===== src/rtl/ami_rarb_pkg.sv =====
// ami_rarb_pkg: shared FSM state and AXI read-response encodings for the read arbiter
package ami_rarb_pkg;
  typedef enum logic {IDLE, HOLD} state_e;
  localparam logic [1:0] RRESP_OKAY   = 2'b00;
  localparam logic [1:0] RRESP_EXOKAY = 2'b01;
  localparam logic [1:0] RRESP_SLVERR = 2'b10;
  localparam logic [1:0] RRESP_DECERR = 2'b11;
endpackage


===== src/rtl/ami_rarb_if.sv =====
// ami_rarb_if: downstream AXI read-address and read-data channels of the arbiter
interface ami_rarb_if #(
  parameter int AXI_DW = 128,
  parameter int AXI_AW = 32,
  parameter int AXI_IW = 8,
  parameter int AXI_LW = 8,
  parameter int AXI_SW = 3
);
  logic [AXI_IW-1:0] ARID;
  logic [AXI_AW-1:0] ARADDR;
  logic [AXI_LW-1:0] ARLEN;
  logic [AXI_SW-1:0] ARSIZE;
  logic [1:0]        ARBURST;
  logic              ARVALID;
  logic              ARREADY;
  logic [AXI_IW-1:0] RID;
  logic [AXI_DW-1:0] RDATA;
  logic [1:0]        RRESP;
  logic              RLAST;
  logic              RVALID;
  logic              RREADY;
  modport master(output ARID, ARADDR, ARLEN, ARSIZE, ARBURST, ARVALID, RREADY,
                 input ARREADY, RID, RDATA, RRESP, RLAST, RVALID);
  modport slave(input ARID, ARADDR, ARLEN, ARSIZE, ARBURST, ARVALID, RREADY,
                output ARREADY, RID, RDATA, RRESP, RLAST, RVALID);
endinterface


===== src/rtl/ami_rarb_rr_pick.sv =====
// rr_pick: round-robin picker, searching from ptr+1 and wrapping modulo NREQ
module rr_pick #(
  parameter int NREQ = 4,
  parameter int IXW  = $clog2(NREQ)
) (
  input  logic [NREQ-1:0] req,
  input  logic [IXW-1:0]  ptr,
  output logic [NREQ-1:0] gnt_oh,
  output logic [IXW-1:0]  gnt_idx
);
  // walk from the farthest candidate back to the nearest so the closest one wins
  always_comb begin
    int j;
    j = 0;
    gnt_oh = '0;
    gnt_idx = '0;
    for (int k = NREQ; k >= 1; k--) begin
      j = (int'(ptr) + k) % NREQ;
      if (req[j[IXW-1:0]]) begin
        gnt_idx = j[IXW-1:0];
        gnt_oh = NREQ'(1) << j[IXW-1:0];
      end
    end
  end
endmodule


===== src/rtl/ami_rarb.sv =====
// ami_rarb: round-robin AXI read arbiter for NREQ requesters with ID-based R routing
// and a saturating outstanding-burst limit.
module ami_rarb
  import ami_rarb_pkg::*;
#(
  parameter int NREQ   = 4,
  parameter int AXI_DW = 128,
  parameter int AXI_AW = 32,
  parameter int AXI_IW = 8,
  parameter int AXI_LW = 8,
  parameter int AXI_SW = 3,
  parameter int AMI_OD = 4,
  parameter int IXW    = $clog2(NREQ)
) (
  input  logic                                ACLK,
  input  logic                                ARESETn,
  input  logic [NREQ-1:0][AXI_IW-IXW-1:0]     req_arid,
  input  logic [NREQ-1:0][AXI_AW-1:0]         req_araddr,
  input  logic [NREQ-1:0][AXI_LW-1:0]         req_arlen,
  input  logic [NREQ-1:0][AXI_SW-1:0]         req_arsize,
  input  logic [NREQ-1:0][1:0]                req_arburst,
  input  logic [NREQ-1:0]                     req_arvalid,
  output logic [NREQ-1:0]                     req_arready,
  output logic [AXI_IW-IXW-1:0]               req_rid,
  output logic [AXI_DW-1:0]                   req_rdata,
  output logic [1:0]                          req_rresp,
  output logic                                req_rlast,
  output logic [NREQ-1:0]                     req_rvalid,
  input  logic [NREQ-1:0]                     req_rready,
  ami_rarb_if.master                          m,
  output logic [$clog2(AMI_OD+1)-1:0]         ost_cnt,
  output logic                                rid_err
);
  localparam int OW = $clog2(AMI_OD+1);
  state_e state_q, state_d;
  logic [IXW-1:0] gnt_q, gnt_d, rr_ptr_q, rr_ptr_d, pick_idx, ridx;
  logic [NREQ-1:0] gnt_oh_q, gnt_oh_d, pick_oh, hit;
  logic [OW-1:0] ost_q, ost_d;
  logic rid_err_q, rid_err_d, hold, bad, ar_hs, r_hs, dec;

  rr_pick #(.NREQ(NREQ), .IXW(IXW)) u_pick (
    .req(req_arvalid), .ptr(rr_ptr_q), .gnt_oh(pick_oh), .gnt_idx(pick_idx)
  );

  // R routing: the top ID bits select the requester; unknown indices are sunk
  assign ridx = m.RID[AXI_IW-1 -: IXW];
  always_comb begin
    hit = '0;
    for (int i = 0; i < NREQ; i++) hit[i] = ridx == IXW'(i);
  end
  assign bad = ~|hit;
  assign req_rvalid = hit & {NREQ{m.RVALID}};
  assign m.RREADY = bad | |(hit & req_rready);
  assign req_rid = m.RID[AXI_IW-IXW-1:0];
  assign req_rdata = m.RDATA;
  assign req_rresp = m.RRESP;
  assign req_rlast = m.RLAST;

  assign hold = state_q == HOLD;
  assign m.ARVALID = hold;
  assign m.ARID = {gnt_q, req_arid[gnt_q]};
  assign m.ARADDR = req_araddr[gnt_q];
  assign m.ARLEN = req_arlen[gnt_q];
  assign m.ARSIZE = req_arsize[gnt_q];
  assign m.ARBURST = req_arburst[gnt_q];
  assign req_arready = gnt_oh_q & {NREQ{hold && m.ARREADY}};
  assign ar_hs = hold && m.ARREADY;
  assign r_hs = m.RVALID && m.RREADY;
  assign dec = r_hs && m.RLAST && ost_q != '0;
  assign ost_cnt = ost_q;
  assign rid_err = rid_err_q;

  always_comb begin
    state_d = state_q;
    gnt_d = gnt_q;
    gnt_oh_d = gnt_oh_q;
    rr_ptr_d = rr_ptr_q;
    ost_d = ost_q + OW'(ar_hs) - OW'(dec);
    rid_err_d = r_hs && (bad || (m.RLAST && ost_q == '0));
    if (!hold && |req_arvalid && ost_q < OW'(AMI_OD)) begin
      state_d = HOLD;
      gnt_d = pick_idx;
      gnt_oh_d = pick_oh;
    end else if (ar_hs) begin
      state_d = IDLE;
      rr_ptr_d = gnt_q;
    end
  end

  always_ff @(posedge ACLK or negedge ARESETn) begin
    if (!ARESETn) begin
      state_q <= IDLE;
      gnt_q <= '0;
      gnt_oh_q <= '0;
      rr_ptr_q <= IXW'(NREQ-1);
      ost_q <= '0;
      rid_err_q <= 1'b0;
    end else begin
      state_q <= state_d;
      gnt_q <= gnt_d;
      gnt_oh_q <= gnt_oh_d;
      rr_ptr_q <= rr_ptr_d;
      ost_q <= ost_d;
      rid_err_q <= rid_err_d;
    end
  end
endmodule


===== src/flat_wrapper.sv =====
// flat-port wrapper written by rule: the top's interface ports become plain ports
module ami_rarb_flat import ami_rarb_pkg::*;
#(
  parameter int NREQ   = 4,
  parameter int AXI_DW = 128,
  parameter int AXI_AW = 32,
  parameter int AXI_IW = 8,
  parameter int AXI_LW = 8,
  parameter int AXI_SW = 3,
  parameter int AMI_OD = 4,
  parameter int IXW    = $clog2(NREQ)
)
  (ACLK, ARESETn, req_arid, req_araddr, req_arlen, req_arsize, req_arburst, req_arvalid, req_arready, req_rid, req_rdata, req_rresp, req_rlast, req_rvalid, req_rready, ost_cnt, rid_err, m_ARID, m_ARADDR, m_ARLEN, m_ARSIZE, m_ARBURST, m_ARVALID, m_RREADY, m_ARREADY, m_RID, m_RDATA, m_RRESP, m_RLAST, m_RVALID);
  ami_rarb_if #(.AXI_DW(AXI_DW), .AXI_AW(AXI_AW), .AXI_IW(AXI_IW), .AXI_LW(AXI_LW), .AXI_SW(AXI_SW)) m_i ();
  input  logic ACLK;
  input  logic ARESETn;
  input  logic [NREQ-1:0][AXI_IW-IXW-1:0] req_arid;
  input  logic [NREQ-1:0][AXI_AW-1:0] req_araddr;
  input  logic [NREQ-1:0][AXI_LW-1:0] req_arlen;
  input  logic [NREQ-1:0][AXI_SW-1:0] req_arsize;
  input  logic [NREQ-1:0][1:0] req_arburst;
  input  logic [NREQ-1:0] req_arvalid;
  output logic [NREQ-1:0] req_arready;
  output logic [AXI_IW-IXW-1:0] req_rid;
  output logic [AXI_DW-1:0] req_rdata;
  output logic [1:0] req_rresp;
  output logic req_rlast;
  output logic [NREQ-1:0] req_rvalid;
  input  logic [NREQ-1:0] req_rready;
  output logic [$clog2(AMI_OD+1)-1:0] ost_cnt;
  output logic rid_err;
  output wire logic [$bits(m_i.ARID)-1:0] m_ARID;
  output wire logic [$bits(m_i.ARADDR)-1:0] m_ARADDR;
  output wire logic [$bits(m_i.ARLEN)-1:0] m_ARLEN;
  output wire logic [$bits(m_i.ARSIZE)-1:0] m_ARSIZE;
  output wire logic [$bits(m_i.ARBURST)-1:0] m_ARBURST;
  output wire logic [$bits(m_i.ARVALID)-1:0] m_ARVALID;
  output wire logic [$bits(m_i.RREADY)-1:0] m_RREADY;
  input wire logic [$bits(m_i.ARREADY)-1:0] m_ARREADY;
  input wire logic [$bits(m_i.RID)-1:0] m_RID;
  input wire logic [$bits(m_i.RDATA)-1:0] m_RDATA;
  input wire logic [$bits(m_i.RRESP)-1:0] m_RRESP;
  input wire logic [$bits(m_i.RLAST)-1:0] m_RLAST;
  input wire logic [$bits(m_i.RVALID)-1:0] m_RVALID;
  assign m_ARID = m_i.ARID;
  assign m_ARADDR = m_i.ARADDR;
  assign m_ARLEN = m_i.ARLEN;
  assign m_ARSIZE = m_i.ARSIZE;
  assign m_ARBURST = m_i.ARBURST;
  assign m_ARVALID = m_i.ARVALID;
  assign m_RREADY = m_i.RREADY;
  assign m_i.ARREADY = m_ARREADY;
  assign m_i.RID = m_RID;
  assign m_i.RDATA = m_RDATA;
  assign m_i.RRESP = m_RRESP;
  assign m_i.RLAST = m_RLAST;
  assign m_i.RVALID = m_RVALID;
  ami_rarb #(.NREQ(NREQ), .AXI_DW(AXI_DW), .AXI_AW(AXI_AW), .AXI_IW(AXI_IW), .AXI_LW(AXI_LW), .AXI_SW(AXI_SW), .AMI_OD(AMI_OD), .IXW(IXW)) u_core (.ACLK(ACLK), .ARESETn(ARESETn), .req_arid(req_arid), .req_araddr(req_araddr), .req_arlen(req_arlen), .req_arsize(req_arsize), .req_arburst(req_arburst), .req_arvalid(req_arvalid), .req_arready(req_arready), .req_rid(req_rid), .req_rdata(req_rdata), .req_rresp(req_rresp), .req_rlast(req_rlast), .req_rvalid(req_rvalid), .req_rready(req_rready), .m(m_i), .ost_cnt(ost_cnt), .rid_err(rid_err));
endmodule

===== config.mk =====
export PLATFORM = sky130hd
export DESIGN_NAME = ami_rarb_flat
export DESIGN_NICKNAME = d
export VERILOG_FILES = /design/src/rtl/ami_rarb_pkg.sv /design/src/rtl/ami_rarb_if.sv /design/src/rtl/ami_rarb_rr_pick.sv /design/src/rtl/ami_rarb.sv /design/src/flat_wrapper.sv
export SDC_FILE = /design/constraint.sdc
export NUM_CORES = 1
export LEC_CHECK = 0
export CAP_MARGIN = 20
export CORE_AREA = 2 2 220 222
export CTS_CLUSTER_DIAMETER = 40
export DETAILED_ROUTE_END_ITERATION = 8
export DIE_AREA = 0 0 222 224
export PLACE_DENSITY = 0.43
export SYNTH_ARGS = -nofsm -noshare
export SYNTH_HDL_FRONTEND = slang
export SYNTH_SLANG_ARGS = --single-unit

===== constraint.sdc =====
create_clock -name ACLK -period 2.5 [get_ports ACLK]
set_input_delay 0.5 -clock ACLK [delete_from_list [all_inputs] [get_ports ACLK]]
set_output_delay 0.5 -clock ACLK [all_outputs]
set_load 0.01 [all_outputs]

======== Word level (Yosys, flattened, before mapping) ========
Index checks and enable logic that the tools add are counted.
word-level totals
  memories kept ........................... 0
  memory bits (read-only) ................. 0
  bits in registers ....................... 13
  bits in latches ......................... 0
  bits in writable memories ............... 0
operators by class
  multipliers ............................. 0
  div/mod/pow operators ................... 0
  reduce and logical (&&, ||, !) cells .... 19
  eq/ne operators ......................... 3
  bitwise logic cells ..................... 5
  muxes and demuxes ....................... 28
  shift operators ......................... 4
  magnitude comparators ................... 6
  add/sub/neg operators ................... 6
operator list
  cell                                                                          count
  32-bit binary-select mux with 2-bit select                                    1
  32-bit 2-to-1 mux                                                             1
  8-bit binary-select mux with 2-bit select                                     1
  4-bit 2-to-1 mux                                                              4
  1-bit by 2-bit << shifter with 4-bit output, first input constant             4
  2-bit by 3-bit less-than comparator with 1-bit output, second input constant  5
  4-bit AND                                                                     3
  6-bit binary-select mux with 2-bit select                                     1
  4-bit OR reduction                                                            3
  2-bit 2-to-1 mux                                                              5
  1-bit binary-select mux with 2-bit select                                     4
  1-bit logical AND                                                             8
  8-bit 2-to-1 mux                                                              1
  3-bit binary-select mux with 2-bit select                                     1
  1-bit 2-to-1 mux                                                              6
  6-bit 2-to-1 mux                                                              1
  2-bit by 1-bit adder with 2-bit output, second input constant                 2
  2-bit adder, second input constant                                            2
  2-bit binary-select mux with 2-bit select                                     1
  2-bit == test, second input constant                                          2
  3-bit by 1-bit adder with 3-bit output                                        1
  3-bit zero test                                                               1
  3-bit less-than comparator, second input constant                             1
  3-bit 2-to-1 mux                                                              1
  other kinds (10)                                                              11

======== Depth between registers and ports, before layout ========
Gate-level depths: netlist (run 1).
  word-level depth ........................ 8
  mapped depth ............................ 10
  depth with buffers taken out ............ 10

======== Hierarchy ========
From an unflattened synthesis (run 1), not the netlist that was laid out.
second synthesis, totals
  cells, all modules ...................... 305
  area, all modules ....................... 3301.9 µm²
modules (own cells, without submodules)
  module    instances  cells an instance  area an instance (µm²)
  ami_rarb  1          248                2876.5
  rr_pick   1          57                 425.4

======== Worst setup path before layout (run 1) ========
Ideal clock, no wire load.
  path type ............................... input -> register
  start point ............................. input m_RID[6]
  end point ............................... register u_core.ost_q[2], in the netlist u_core.ost_cnt[2]
  setup time .............................. 127 ps
  path slack .............................. 84 ps
  buffers on the path ..................... 0
  stages on the path ...................... 10
  required time ........................... 2373 ps
  arrival time ............................ 2288 ps
  path through ............................ mux4_2 nand3_1 nor2_1 ha_1 inv_1 ha_1 inv_1 fa_1 xnor2_1 xnor2_1
between the ends
  word-level cells in the longest chain between the ends .. 8
  elaborated cells on any way between the ends .. 13
  classes of those cells .................. add/sub: 1; eq/ne: 3; bitwise: 2; reduce/logical: 7
RTL lines
  item                                                              RTL line                        text
  start, declared                                                   flat_wrapper.sv:40              input wire logic [$bits(m_i.RID)-1:0] m_RID;
  2-bit by 1-bit == test with 1-bit output (tied with other cells)  ami_rarb.sv:49                  for (int i = 0; i < NREQ; i++) hit[i] = ridx == IXW'(i);
  4-bit AND / 4-bit OR reduction (equally long branches)            ami_rarb.sv:53, ami_rarb.sv:51
  4-bit OR reduction / 1-bit zero test (equally long branches)      ami_rarb.sv:53, ami_rarb.sv:51
  1-bit bitwise OR *                                                ami_rarb.sv:53                  assign m.RREADY = bad | |(hit & req_rready);
  1-bit logical AND *                                               ami_rarb.sv:68                  assign r_hs = m.RVALID && m.RREADY;
  1-bit logical AND * (2 in series)                                 ami_rarb.sv:69                  assign dec = r_hs && m.RLAST && ost_q != '0;
  3-bit by 1-bit subtractor with 3-bit output *                     ami_rarb.sv:78                  ost_d = ost_q + OW'(ar_hs) - OW'(dec);
  via u_core.ost_d[2]                                               ami_rarb.sv:38                  logic [OW-1:0] ost_q, ost_d;
  end signal, assigned                                              ami_rarb.sv:103                 ost_q <= ost_d;
  end, declared                                                     ami_rarb.sv:38
The timed path passes the listed nets; every way through them passes the cells marked *.
A chain may end at the register's enable or synchronous reset.

======== Worst setup path in the final report (run 1) ========
  start point ............................. register u_core.gnt_q[0]
  end point ............................... output m_ARADDR[20]
between the ends
  word-level cells in the longest chain between the ends .. 2
RTL lines
  item                                        RTL line            text
  start, declared                             ami_rarb.sv:36      logic [IXW-1:0] gnt_q, gnt_d, rr_ptr_q, rr_ptr_d, pick_idx, ridx;
  start signal, assigned                      ami_rarb.sv:100     gnt_q <= gnt_d;
  32-bit binary-select mux with 2-bit select  ami_rarb.sv:62      assign m.ARADDR = req_araddr[gnt_q];
  32-bit 2-to-1 mux (implied by the code)     ami_rarb.sv:62
  end, declared                               flat_wrapper.sv:33  output wire logic [$bits(m_i.ARADDR)-1:0] m_ARADDR;
Every way passes these cells. The select of a mux whose other input is x is not followed.

==> results of run 1 <==
state kept, by name (all words and copies together) (netlist names):
signal            count
u_core.gnt_oh_q       4
u_core.ost_cnt        3
u_core.gnt_q          2
u_core.rr_ptr_q       2
u_core.m.ARVALID      1
u_core.rid_err        1
cells in the final DEF (no fill, tap or decap), types with 7 or more instances in the layout:
cell             count
dlygate4sd2_1       49
dfrtp_1              9
o21ai_0              7
a21oi_1             10
mux4_2              52
inv_1               10
buf_4               14
clkdlybuf4s50_1    231
nand2_1             21
mux2i_1              8
nor2_1               8
power groups by stage:
stage                     clock (µW)  sequential (µW)  combinational (µW)
final                            318              468                3950
after global routing             339              491                4280
after CTS                        335              472                4020
after detailed placement           0              468                4140
after global placement             0              464                4160
after floorplan                    0              417                2390
layer usage:
metal,track usage (%),vias up
li1,-,1429
met5,1.96,-
met4,2.55,4
met2,10.5,382
met1,7.58,1582
met3,4.74,29
metrics by stage:
step	area, µm²	setup WS [ns]	setup TNS, ns
finish	6230	0.0952	0
global placement	6110	-0.572	-1.28
floorplan	3430	0.0841	0
global route	6230	-0.00184	-0.00184
detailed placement	6110	-0.572	-1.26
CTS	6200	-0.0690	-0.0690
what timing repair did:
action	CTS	global route
pin swaps	0	4
resized for setup	56	12
endpoints found under the setup margin	49	1
cloned	1	0
setup buffers	2	1
critical path, stage by stage, from the launching register on:
cell and delay (ns):
dfrtp_4 0.47, buf_4 0.19, mux4_2 0.50, clkdlybuf4s50_1 0.50
path summary, 6_finish.rpt:
check	from	cells past startpoint	to	slack [ns]
max	u_core.gnt_q[0]	3	m_ARADDR[20]	0.1
max reg2reg	u_core.rr_ptr_q[0]	8	u_core.gnt_oh_q[1]	0.27
min in group asynchronous	ARESETn	1	u_core.gnt_oh_q[3]	0.67
min	u_core.ost_cnt[0]	1	u_core.rid_err	0.52
max in group asynchronous	ARESETn	1	u_core.gnt_q[0]	1.32
min reg2reg	u_core.ost_cnt[0]	1	u_core.rid_err	0.52
cell type report:
type | instances | area (µm²) | area share, %
clock inverters | 1 | 5.00 | 0.0803
multi-input cells | 162 | 1930 | 31.0
repair buffers | 307 | 3070 | 49.2
clock buffers | 3 | 75.1 | 1.20
flip-flops and latches | 13 | 333 | 5.34
well taps | 615 | 769 | 12.3
inverters | 13 | 48.8 | 0.783
cell families (layout without fill, tap and decap cells):
family,count (synthesis),count (layout),synth area share (%)
buffers and inverters,170,324,34.7
muxes,63,63,37.7
and+or+nand+nor,52,52,7.18
AOI/OAI and AO/OA,38,38,7.66
DFF,13,13,9.55
adders and majority gates,7,7,2.77
xor gates and xnor gates,2,2,0.510
==> results.toml, run 1 <==
[routing]
dr_wl_met2_um = 7900
routed_wl_um = 18500
ant_nets = 0
drc = 0
vias_per_cell = 3.08
wl_met1_um = 6860
drt_iter0_markers = 179
num_vias = 3426
highest_layer = "met5"
drtPass1Iterations = 4
wl_met3_um = 2890
wl_per_cell_um = 16.6

[floorplan]
coreArea_um2 = 47300
ios = 559
die-height_um = 224
die_w_um = 222
dieArea_um2 = 49700
fp-row-count = 80
start_util_pct = 7.25

[timing]
holdWs_ns = 0.519
fmax_mhz = 416
hold_violations = 0
setup_viol = 0
fin_skew_ns = 0.000798
worstMarginPinSlew_ns = 0.689
relSlewSlack_pct = 53.9
slew_viol_final = 0
final.period_utilization_pct = 96.2
layout_min_cycle_time_ns = 2.40

[run]
maxCapViolCount = 0

[cts]
root_buffer = "clkbuf_16"
ctsHoldBuffers = 0
clkSinkCount = 13
htree_levels = 1
cts_tree = "built"
cts_buffers = 3
clk_latency_ns = 0.25
clkSlewWorstSetupHoldPaths_ns = 0.05
clk_path_buf_depth = 2

[final_layout]
fillerInstances = 5398
antenna_cells = 0
drive_gt1_share_pct = 19.4
fin_nets = 862
final_cells = 1114
final_util_pct = 13.2
syn_to_final_growth_pct = 81.6

[yosys]
async_flop_share_pct = 100
synth_top_area_share_pct = 34.1
yosysMostFrequentCell = "buf_4"
netlist.top_cell.by_area = "mux4_2"
syn_inst = 345
synth-edff-count = 0
syn_nets = 707
yosysSeqAreaShare_pct = 9.55
synth_commonest_cells = "buf_4 (140), mux4_2 (52), nand2_1 (21)"
yosysWarnings = 0
synthTopCellsByArea = "mux4_2 (34%), buf_4 (31%), dfrtp_1 (8.0%), mux2i_1 (2.3%), nand2_1 (2.3%)"
synth.ff_latch_count = 13
syn-cell-area_um2 = 3430
ys.flop_type = "dfrtp_1"
syn-mean-instance-area_um2 = 9.95
ys_types = 44

[pwr]
clock_power_share_pct = 6.7
p_sw_share_pct = 42.5
power_switching_uw = 2010
powerDensity_nw_per_um2 = 760
p_leak_uw = 0.00221
p_comb_share_pct = 83.4
ir_worst_vdd_v = 0.000254
p_int_uw = 2720
p_total_uw = 4740
seqPwrFrac_pct = 9.9

[grt]
grt_use_total_pct = 6.98
overflow = 0
grt_pass1_wl_um = 25500
antenna_found_initial = 0
grt_pass1_vias = 3728
grt_max_degree = 27

[placement]
port_buffers = 286
dp_cells = 1106
gp_congestion = 0.764
place_hpwl_um = 15500

[setup_path]
start_kind = "register"
worstPathArrival_ns = 1.90
path_max_fanout = 6
required_ns = 2.00
worstSetupPathType = "register to output pin"
critPathCaptureType = "output pin"

[hold_path]
min_path_type = "register to register"

[run_status]
status = "completed"
(Power assumes the default switching activity.)
==> run 2: changes to the inputs <==
RECOVER_POWER = 100   (was default)
==> run 2 against run 1 <==
  * Design area about the same
  * Largest power group unchanged
  * Clock power is essentially flat
  * Sequential power decreased by 0.9%
  * Global-route usage unchanged
  * Hold slack got worse by 0.0050 ns
  * Setup slack worse by 0.029 ns
  * Largest cell class unchanged
==> results.toml, run 2 (synthesis gave the netlist of run 1 again) <==
[setup_path]
cpLargestDelayFamily = "buffers and inverters"
worstPathArrival_ns = 1.93
r2r.worst_path.cells = 8
max_stage_delay_ns = 0.60
worstSetupPathType = "input port to output pin"
required_ns = 2.00
critPathCaptureType = "output pin"
worst-path-buf-inv = 2
crit_slowest_cell = "dlygate4sd3_1"
path_max_fanout = 1
path_cells = "dlygate4sd3_1 -> mux4_2 -> dlygate4sd2_1"
crit_cells = 3
start_kind = "input port"

[hold_path]
min_path_type = "register to register"
min_path_cells = 1

[final_layout]
final_common_cell = "clkdlybuf4s50_1"
antenna_cells = 0
final_cells = 1114
largest_reg_flops = 4
fin_nets = 862
final_cell_mix = "clkdlybuf4s50_1 (216), mux4_2 (52), dlygate4sd2_1 (49)"
top_register = "u_core.gnt_oh_q"
syn_to_final_growth_pct = 81.4
drive_gt1_share_pct = 19.0
finish.instance_area_um2 = 6230
final_util_pct = 13.2

[cts]
clk_path_buf_depth = 2
cts_tree = "built"
clkSlewWorstSetupHoldPaths_ns = 0.05
htree_levels = 1
clk_latency_ns = 0.25
cts_buffers = 3
clkSinkCount = 13
root_buffer = "clkbuf_16"

[grt]
grt_use_total_pct = 6.98
overflow = 0
grt_pass1_wl_um = 25500
grt_pass1_vias = 3728
antenna_found_initial = 0
grt_max_degree = 27

[placement]
placed_cell_area_um2 = 6110
dp_cells = 1106
place_hpwl_um = 15500
port_buffers = 286
gp_congestion = 0.764

[floorplan]
fp-row-count = 80
coreArea_um2 = 47300
dieArea_um2 = 49700
die-height_um = 224
ios = 559
start_util_pct = 7.25
die_w_um = 222

[pwr]
ir_worst_vdd_v = 0.000254
powerDensity_nw_per_um2 = 755
p_total_uw = 4700
p_leak_uw = 0.00222

[routing]
vias_per_cell = 3.08
wl_per_cell_um = 16.6
ant_nets = 0
drc = 0
routed_wl_um = 18400
drt_iter0_markers = 180
num_vias = 3427
drtPass1Iterations = 4

[timing]
layout_min_cycle_time_ns = 2.43
relSlewSlack_pct = 53.3
fmax_mhz = 411
setup_viol = 0
hold_violations = 0
slew_viol_final = 0
final.period_utilization_pct = 97.4
fin_skew_ns = 0.000815
holdWs_ns = 0.514
worstMarginPinSlew_ns = 0.698

[run]
maxCapViolCount = 0

[run_status]
status = "completed"
==> run 2: cell types whose count changed in the layout (fill, tap and decap cells not counted), sizes merged <==
cell / previous run / this run
clkdlybuf4s50: 231 / 216
dlygate4sd3: 0 / 15
==> run 2: layer usage <==
layer	global-route usage, %	wire length (µm)
met1	7.58	6840
met2	10.5	7890
met3	4.74	2910
met4	2.55	682
met5	1.96	129
==> run 2: worst paths after layout <==
check,end,start,slack (ns)
max,m_ARADDR[23],req_araddr[23],0.07
min,u_core.rid_err,u_core.ost_cnt[0],0.51
max reg2reg,u_core.gnt_oh_q[1],u_core.rr_ptr_q[0],0.27
min reg2reg,u_core.rid_err,u_core.ost_cnt[0],0.51
max in group asynchronous,u_core.gnt_q[0],ARESETn,1.25
min in group asynchronous,u_core.gnt_oh_q[3],ARESETn,0.74
==> run 2: repair_timing <==
action,in CTS,in global routing
pin swaps,0,4
gates resized for setup,56,12
hold endpoints to repair,0,0
hold buffers,0,0
setup endpoints to repair,49,1
gates cloned,1,0
setup buffers,2,1
==> run 2: power by group <==
group	internal, µW	leakage [µW]	switching, µW	total, µW
Sequential	326	0.000156	138	464
Clock	214	0.0000409	104	318
Combinational	2160	0.00203	1760	3920
==> run 2: per-stage QoR <==
step,setup WS (ns),TNS (ns)
after floorplan,0.0841,0
after detailed placement,-0.572,-1.26
after global routing,-0.00123,-0.00123
after CTS,-0.0690,-0.0690
final,0.0660,0
after global placement,-0.572,-1.28
==> run 2: cell type report <==
| class | instances | area [µm²] |
|---|---|---|
| Multi-Input combinational cell | 162 | 1930 |
| Clock buffer | 3 | 75.1 |
| Clock inverter | 1 | 5.00 |
| Inverter | 13 | 48.8 |
| Sequential cell | 13 | 332 |
| Tap cell | 615 | 769 |
| Timing Repair Buffer | 307 | 3070 |
| Fill cell | 5398 | 41100 |
